`config.mk`:
```
export PLATFORM = sky130hd
export DESIGN_NAME = idex_block
export DESIGN_NICKNAME = d
export VERILOG_FILES = /design/src/rtl/idex_block.sv
export SDC_FILE = /design/constraint.sdc
export NUM_CORES = 2
export LEC_CHECK = 0
export BUFFER_PORTS_ARGS = -buffer_cell sky130_fd_sc_hd__buf_2
export CAP_MARGIN = 20
export CORE_MARGIN = 4
export CORE_UTILIZATION = 44
export CTS_CLUSTER_DIAMETER = 80
export CTS_CLUSTER_SIZE = 28
export DETAILED_ROUTE_END_ITERATION = 10
export SLEW_MARGIN = 5
export SYNTH_ARGS = -nofsm -noshare
export SYNTH_HDL_FRONTEND = slang
export SYNTH_SLANG_ARGS = --single-unit
export TNS_END_PERCENT = 1
```
`constraint.sdc`:
```
create_clock -name CLK -period 6 [get_ports CLK]
set_input_delay 1.2 -clock CLK [delete_from_list [all_inputs] [get_ports CLK]]
set_output_delay 1.2 -clock CLK [all_outputs]
set_load 0.01 [all_outputs]
```
`src/rtl/idex_block.sv`:
```
// idex_block: instruction decode stage plus the ID/EX pipeline register.
// It decodes the IF/ID instruction and reads the register file with a
// writeback bypass. It resolves branches and jumps in ID, detects load-use
// and branch-operand hazards, and registers operands and control for EX.
module idex_block #(
   parameter logic [31:0] RESET_PC = 32'h0000_0000,
   parameter int          NREG     = 32
) (
   input  logic        CLK,
   input  logic        RSTB,
   input  logic        CNTEN,
   input  logic [31:0] IFIDPC,
   input  logic [31:0] IFIDInst,
   input  logic        WBRegWrite,
   input  logic [4:0]  WBWrReg,
   input  logic [31:0] WBData,
   input  logic        EXMEMRegWrite,
   input  logic [4:0]  EXMEMWrReg,
   output logic        PCsel,
   output logic [31:0] JumporBranch,
   output logic        IFFlush,
   output logic        IFIDStall,
   output logic [31:0] IDEXPC,
   output logic [31:0] IDEXRsData,
   output logic [31:0] IDEXRtData,
   output logic [31:0] IDEXImm,
   output logic [4:0]  IDEXRs,
   output logic [4:0]  IDEXRt,
   output logic [4:0]  IDEXRd,
   output logic [8:0]  IDEXCtrl
);

   localparam logic [5:0] OP_R   = 6'h00;
   localparam logic [5:0] OP_J   = 6'h02;
   localparam logic [5:0] OP_BEQ = 6'h04;
   localparam logic [5:0] OP_BNE = 6'h05;
   localparam logic [5:0] OP_ADDI= 6'h08;
   localparam logic [5:0] OP_LW  = 6'h23;
   localparam logic [5:0] OP_SW  = 6'h2B;

   // Control vector bit order: RegWrite MemRead MemWrite MemtoReg ALUSrc RegDst Branch ALUOp[1:0]
   localparam int C_REGWRITE = 8;
   localparam int C_MEMREAD  = 7;
   localparam int C_REGDST   = 3;

   logic [31:0] r_rf [NREG];

   logic [5:0]  w_op;
   logic [4:0]  w_rs, w_rt, w_rd, w_idex_dst;
   logic [31:0] w_imm, w_rs_data, w_rt_data, w_br_tgt, w_j_tgt;
   logic [8:0]  w_ctrl;
   logic        w_is_br, w_uses_rt, w_eq, w_take;
   logic        w_load_use, w_br_haz, w_hazard;

   assign w_op  = IFIDInst[31:26];
   assign w_rs  = IFIDInst[25:21];
   assign w_rt  = IFIDInst[20:16];
   assign w_rd  = IFIDInst[15:11];
   assign w_imm = {{16{IFIDInst[15]}}, IFIDInst[15:0]};

   // Main decoder; unknown opcodes become NOPs
   always_comb begin
      w_ctrl = 9'b0;
      case (w_op)
         OP_R:    w_ctrl = 9'b1_0_0_0_0_1_0_10;
         OP_ADDI: w_ctrl = 9'b1_0_0_0_1_0_0_00;
         OP_LW:   w_ctrl = 9'b1_1_0_1_1_0_0_00;
         OP_SW:   w_ctrl = 9'b0_0_1_0_1_0_0_00;
         OP_BEQ,
         OP_BNE:  w_ctrl = 9'b0_0_0_0_0_0_1_01;
         default: w_ctrl = 9'b0;
      endcase
   end

   // Register file reads: r0 is hardwired zero, writeback data bypasses same-cycle writes
   assign w_rs_data = (w_rs == 5'd0) ? 32'h0 :
                      (WBRegWrite && WBWrReg == w_rs) ? WBData : r_rf[w_rs];
   assign w_rt_data = (w_rt == 5'd0) ? 32'h0 :
                      (WBRegWrite && WBWrReg == w_rt) ? WBData : r_rf[w_rt];

   // Hazard detection
   assign w_is_br    = (w_op == OP_BEQ) || (w_op == OP_BNE);
   assign w_uses_rt  = (w_op == OP_R) || (w_op == OP_SW) || w_is_br;
   assign w_idex_dst = IDEXCtrl[C_REGDST] ? IDEXRd : IDEXRt;

   assign w_load_use = IDEXCtrl[C_MEMREAD] && (IDEXRt != 5'd0) &&
                       ((IDEXRt == w_rs) || (w_uses_rt && IDEXRt == w_rt));

   assign w_br_haz = w_is_br &&
      (((w_rs != 5'd0) &&
        ((IDEXCtrl[C_REGWRITE] && w_rs == w_idex_dst) ||
         (EXMEMRegWrite && w_rs == EXMEMWrReg))) ||
       ((w_rt != 5'd0) &&
        ((IDEXCtrl[C_REGWRITE] && w_rt == w_idex_dst) ||
         (EXMEMRegWrite && w_rt == EXMEMWrReg))));

   assign w_hazard = w_load_use || w_br_haz;

   // Branch / jump resolution; a stall suppresses the redirect so the branch retries
   assign w_eq     = (w_rs_data == w_rt_data);
   assign w_br_tgt = IFIDPC + {w_imm[29:0], 2'b00};
   assign w_j_tgt  = {IFIDPC[31:28], IFIDInst[25:0], 2'b00};
   assign w_take   = ((w_op == OP_BEQ) && w_eq) || ((w_op == OP_BNE) && !w_eq) ||
                     (w_op == OP_J);

   assign PCsel        = RSTB && !w_hazard && w_take;
   assign IFFlush      = PCsel;
   assign JumporBranch = PCsel ? ((w_op == OP_J) ? w_j_tgt : w_br_tgt) : 32'h0;
   // Fetch is already frozen when CNTEN is low, so no stall request then
   assign IFIDStall    = RSTB && CNTEN && w_hazard;

   // Register file write port, gated by the pipeline enable
   always_ff @(posedge CLK or negedge RSTB) begin
      if (!RSTB) begin
         for (int i = 0; i < NREG; i++) r_rf[i] <= 32'h0;
      end else if (CNTEN && WBRegWrite && WBWrReg != 5'd0) begin
         r_rf[WBWrReg] <= WBData;
      end
   end

   // ID/EX pipeline register; a hazard loads a bubble (control cleared)
   always_ff @(posedge CLK or negedge RSTB) begin
      if (!RSTB) begin
         IDEXPC     <= RESET_PC;
         IDEXRsData <= 32'h0;
         IDEXRtData <= 32'h0;
         IDEXImm    <= 32'h0;
         IDEXRs     <= 5'd0;
         IDEXRt     <= 5'd0;
         IDEXRd     <= 5'd0;
         IDEXCtrl   <= 9'b0;
      end else if (CNTEN) begin
         IDEXPC     <= IFIDPC;
         IDEXRsData <= w_rs_data;
         IDEXRtData <= w_rt_data;
         IDEXImm    <= w_imm;
         IDEXRs     <= w_rs;
         IDEXRt     <= w_rt;
         IDEXRd     <= w_rd;
         IDEXCtrl   <= w_hazard ? 9'b0 : w_ctrl;
      end
   end

endmodule

```
==> results by group <==
STA
  • Clk_skew: 0.0251 ns
  • RSZ-0062 raised after global routing: true
  • Endpoints failing hold: 0
  • # setup viols final: 34
  • Period minus WS final: 6.37 ns
  • Worst Max-Slew Pin Slew: between 1 and 1.5 ns
  • Hold slack final: 0.386 ns
  • Final period util: 106%
  • Maximum clock frequency: 157 MHz
  • Max transition margin: 18.0%
  • Setup slack after layout: -0.371 ns
  • Slew Viols, Final: 0

Global route
  • Initial antenna violation count: 12
  • Grt ovf: 0
  • First-pass GRT wire length: 343000 um
  • Pin count of the biggest net entering global routing: 166
  • Gr usage total: 31.3%
  • Number of global-route vias before repair: 45900

Cells and area
  • Post-Layout Inst Area: 74100 sq um
  • Fraction of layout cells with a size suffix above 1: 51.6%
  • Final #Nets: approximately 5300
  • Area growth syn-to-layout: 16.4%
  • Fillers: 12300

Clock tree
  • CTS buffer count: 69
  • H-tree Lvls: 3
  • Clock latency on the worst-skew pair: ~0.73 ns
  • # hold bufs at CTS: 0
  • TritonCTS clock tree: done
  • Clock Tree Root: clkbuf_16
  • CTS Sinks: 1152
  • Clock Tree Buf Depth: 3
  • Worst-path clk slew: 0.09 ns

Placement
  • GPL Wtd Cong: 0.918
  • Area post-placement: 70300 sq um
  • Post-DP HPWL: 158000 um
  • IO buf count: 297

Synth
  • Post-synth EDFFs: 0
  • Synth Warn #: 0
  • Synth Cell Area: 63700 sq um
  • List of most frequent post-synthesis cells: 1152 x dfrtp_1, 1116 x mux2_2, 409 x mux4_2
  • Yosys top cell area share: 45.3%
  • Syn Nets: about 4800
  • Post-synthesis sequential area ratio: 45.3%
  • Predominant post-synthesis flop cell: dfrtp_1
  • Top post-synthesis cells by area: dfrtp_1 45%, mux2_2 20%, mux4_2 14%, mux2i_1 4.3%, clkbuf_1 1.9%
  • Cell with the most instances after synthesis: dfrtp_1
  • FF+latch count, synth: 1152
  • Yosys cell types: 85
  • Post-Syn Instances: 4656
  • Average instance area after synthesis: 13.7 sq um
  • Async SR Flop Fraction: 100%
  • Synth area leader: dfrtp_1

Setup path
  • CP Data Required Time: around 4.8 ns
  • Crit end category: output port
  • Crit-path max FO: 12
  • CP Class: input port to output port
  • Startpoint types: input port
  • Worst r2r path cells: 8
  • Arrival @ worst endpoint: 5.17 ns
  • Reg2Reg Setup Slack: 3.38 ns

Floorplanning
  • # IOs: approximately 300
  • Row cnt: 139
  • Starting Density: 44.3%
  • Die Y: roughly 390 um
  • Die X: 388 um
  • Core Area: 144000 sq um
  • Die ar.: approximately 150000 sq um

Run
  • Max_cap viols: 0

Detailed routing
  • Post-route ant nets: 0
  • Routed WL: about 240000 um
  • Drt wl/cell: 33.9 um
  • Vias/cell: 6.52
  • Initial DRC count: 5024
  • Vias: 46200
  • DRC: 0
  • First drt pass iteration count: 5

Power and ir drop
  • Worst IR Drop VDD: 0.218 mV
  • PD cells: 267 nW/um^2
  • Leak: 0.0339 uW

Hold path
  • Worst Hold Class: input port to asynchronous set/reset pin

Run status
  • Status: finished with violations
  • Failing checks: negative setup slack
## critical path, cell delays in order
cell       delay [ns]
buf_4            0.16
buf_4            0.19
buf_12           0.16
or4_4            0.52
buf_8            0.20
buf_4            0.18
and3_1           0.17
a211oi_2         0.20
buf_4            0.18
xor2_4           0.28
nand2_2          0.10
nor4_4           0.39
buf_4            0.22
nand4_1          0.09
and3b_2          0.30
a2111oi_4        0.37
buf_2            0.22
## where the power goes
part | switching (uW) | internal (uW) | total (uW)
clock | 3180 | 2600 | 5790
sequential | 744 | 8740 | 9490
combinational | 2100 | 2380 | 4480
## final cells by class
class | instances | area [sq um] | share of cell area, %
sequential | 1152 | 28800 | 38.9
clock buffer | 75 | 1820 | 2.46
tap | 1903 | 2380 | 3.21
inverter | 57 | 216 | 0.292
antenna | 5 | 12.5 | 0.0169
clock inverter | 51 | 703 | 0.949
multi-input combinational | 2943 | 32500 | 43.9
timing repair buffer | 902 | 7610 | 10.3
## layout by cell type (no fill, tap or decap), drive strengths merged, types with 29 or more instances in the layout
master,synthesis,final
a221oi,36,36
mux2,1116,1116
inv,56,78
a211oi,34,34
nor2,121,121
dfrtp,1152,1152
mux4,413,413
buf,187,892
xor2,38,38
a22oi,84,84
mux2i,271,271
ha,29,29
clkbuf,317,78
xnor2,48,48
nor3,31,31
o21ai,100,100
a21oi,90,90
o22ai,57,57
nand3,46,46
nand2,107,107
## registers in the layout (all words and copies together) (netlist names)
name and cells:
r_rf 1024, IDEXImm 16, IDEXRt 5, IDEXPC 32, IDEXRsData 32, IDEXCtrl 6
IDEXRtData 32, IDEXRs 5
## metal layers
metal | wire [um] | vias up | track usage [%]
met1 | 95100 | 24600 | 41.8
li1 | - | 18600 | -
met4 | 13800 | 10 | 14.8
met2 | 110000 | 2443 | 48.9
met5 | 70 | - | 0
met3 | 21700 | 609 | 6.84
## worst paths after layout
| kind | from | end |
|---|---|---|
| setup reg to reg | r_rf[398]$_DFFE_PN0P_ | IDEXRsData[14]$_DFFE_PN0P_ |
| hold reg to reg | r_rf[1005]$_DFFE_PN0P_ | r_rf[1005]$_DFFE_PN0P_ |
| max in group asynchronous | RSTB | r_rf[111]$_DFFE_PN0P_ |
| hold / removal | RSTB | IDEXImm[0]$_DFFE_PN0P_ |
| setup / recovery | IFIDInst[25] | JumporBranch[14] |
| min in group CLK | r_rf[1005]$_DFFE_PN0P_ | r_rf[1005]$_DFFE_PN0P_ |
## timing repair
item,4_1_cts,5_1_grt
pin swaps,20,16
setup endpoints to repair,34,34
resized for setup,86,27
endpoints found under the hold margin,0,0
gates cloned,7,2
buffers inserted,33,7
## metrics by stage
stage	std cells	setup WS (ns)	setup TNS, ns	util, %	power [uW]
after floorplan	4656	0.162	0	-	12100
final	7088	-0.371	-10.14	51.6	19800
after global routing	7084	-0.458	-12.69	51.6	20500
after global placement	6905	-1.20	-36.10	48.9	13800
after CTS	7073	-0.400	-8.22	51.4	19700
after detailed placement	6907	-0.972	-28.61	49.0	13900
## logic make-up after synthesis
group	Yosys count	synth area share [%]
AOI/OAI and AO/OA	553	6.04
xor gates and xnor gates	86	1.18
adders and majority gates	30	0.601
buffers and inverters	561	4.49
and+or+nand+nor	474	3.78
DFF	1152	45.3
muxes	1800	38.6
No activity file was read; power rests on OpenSTA's default activity.
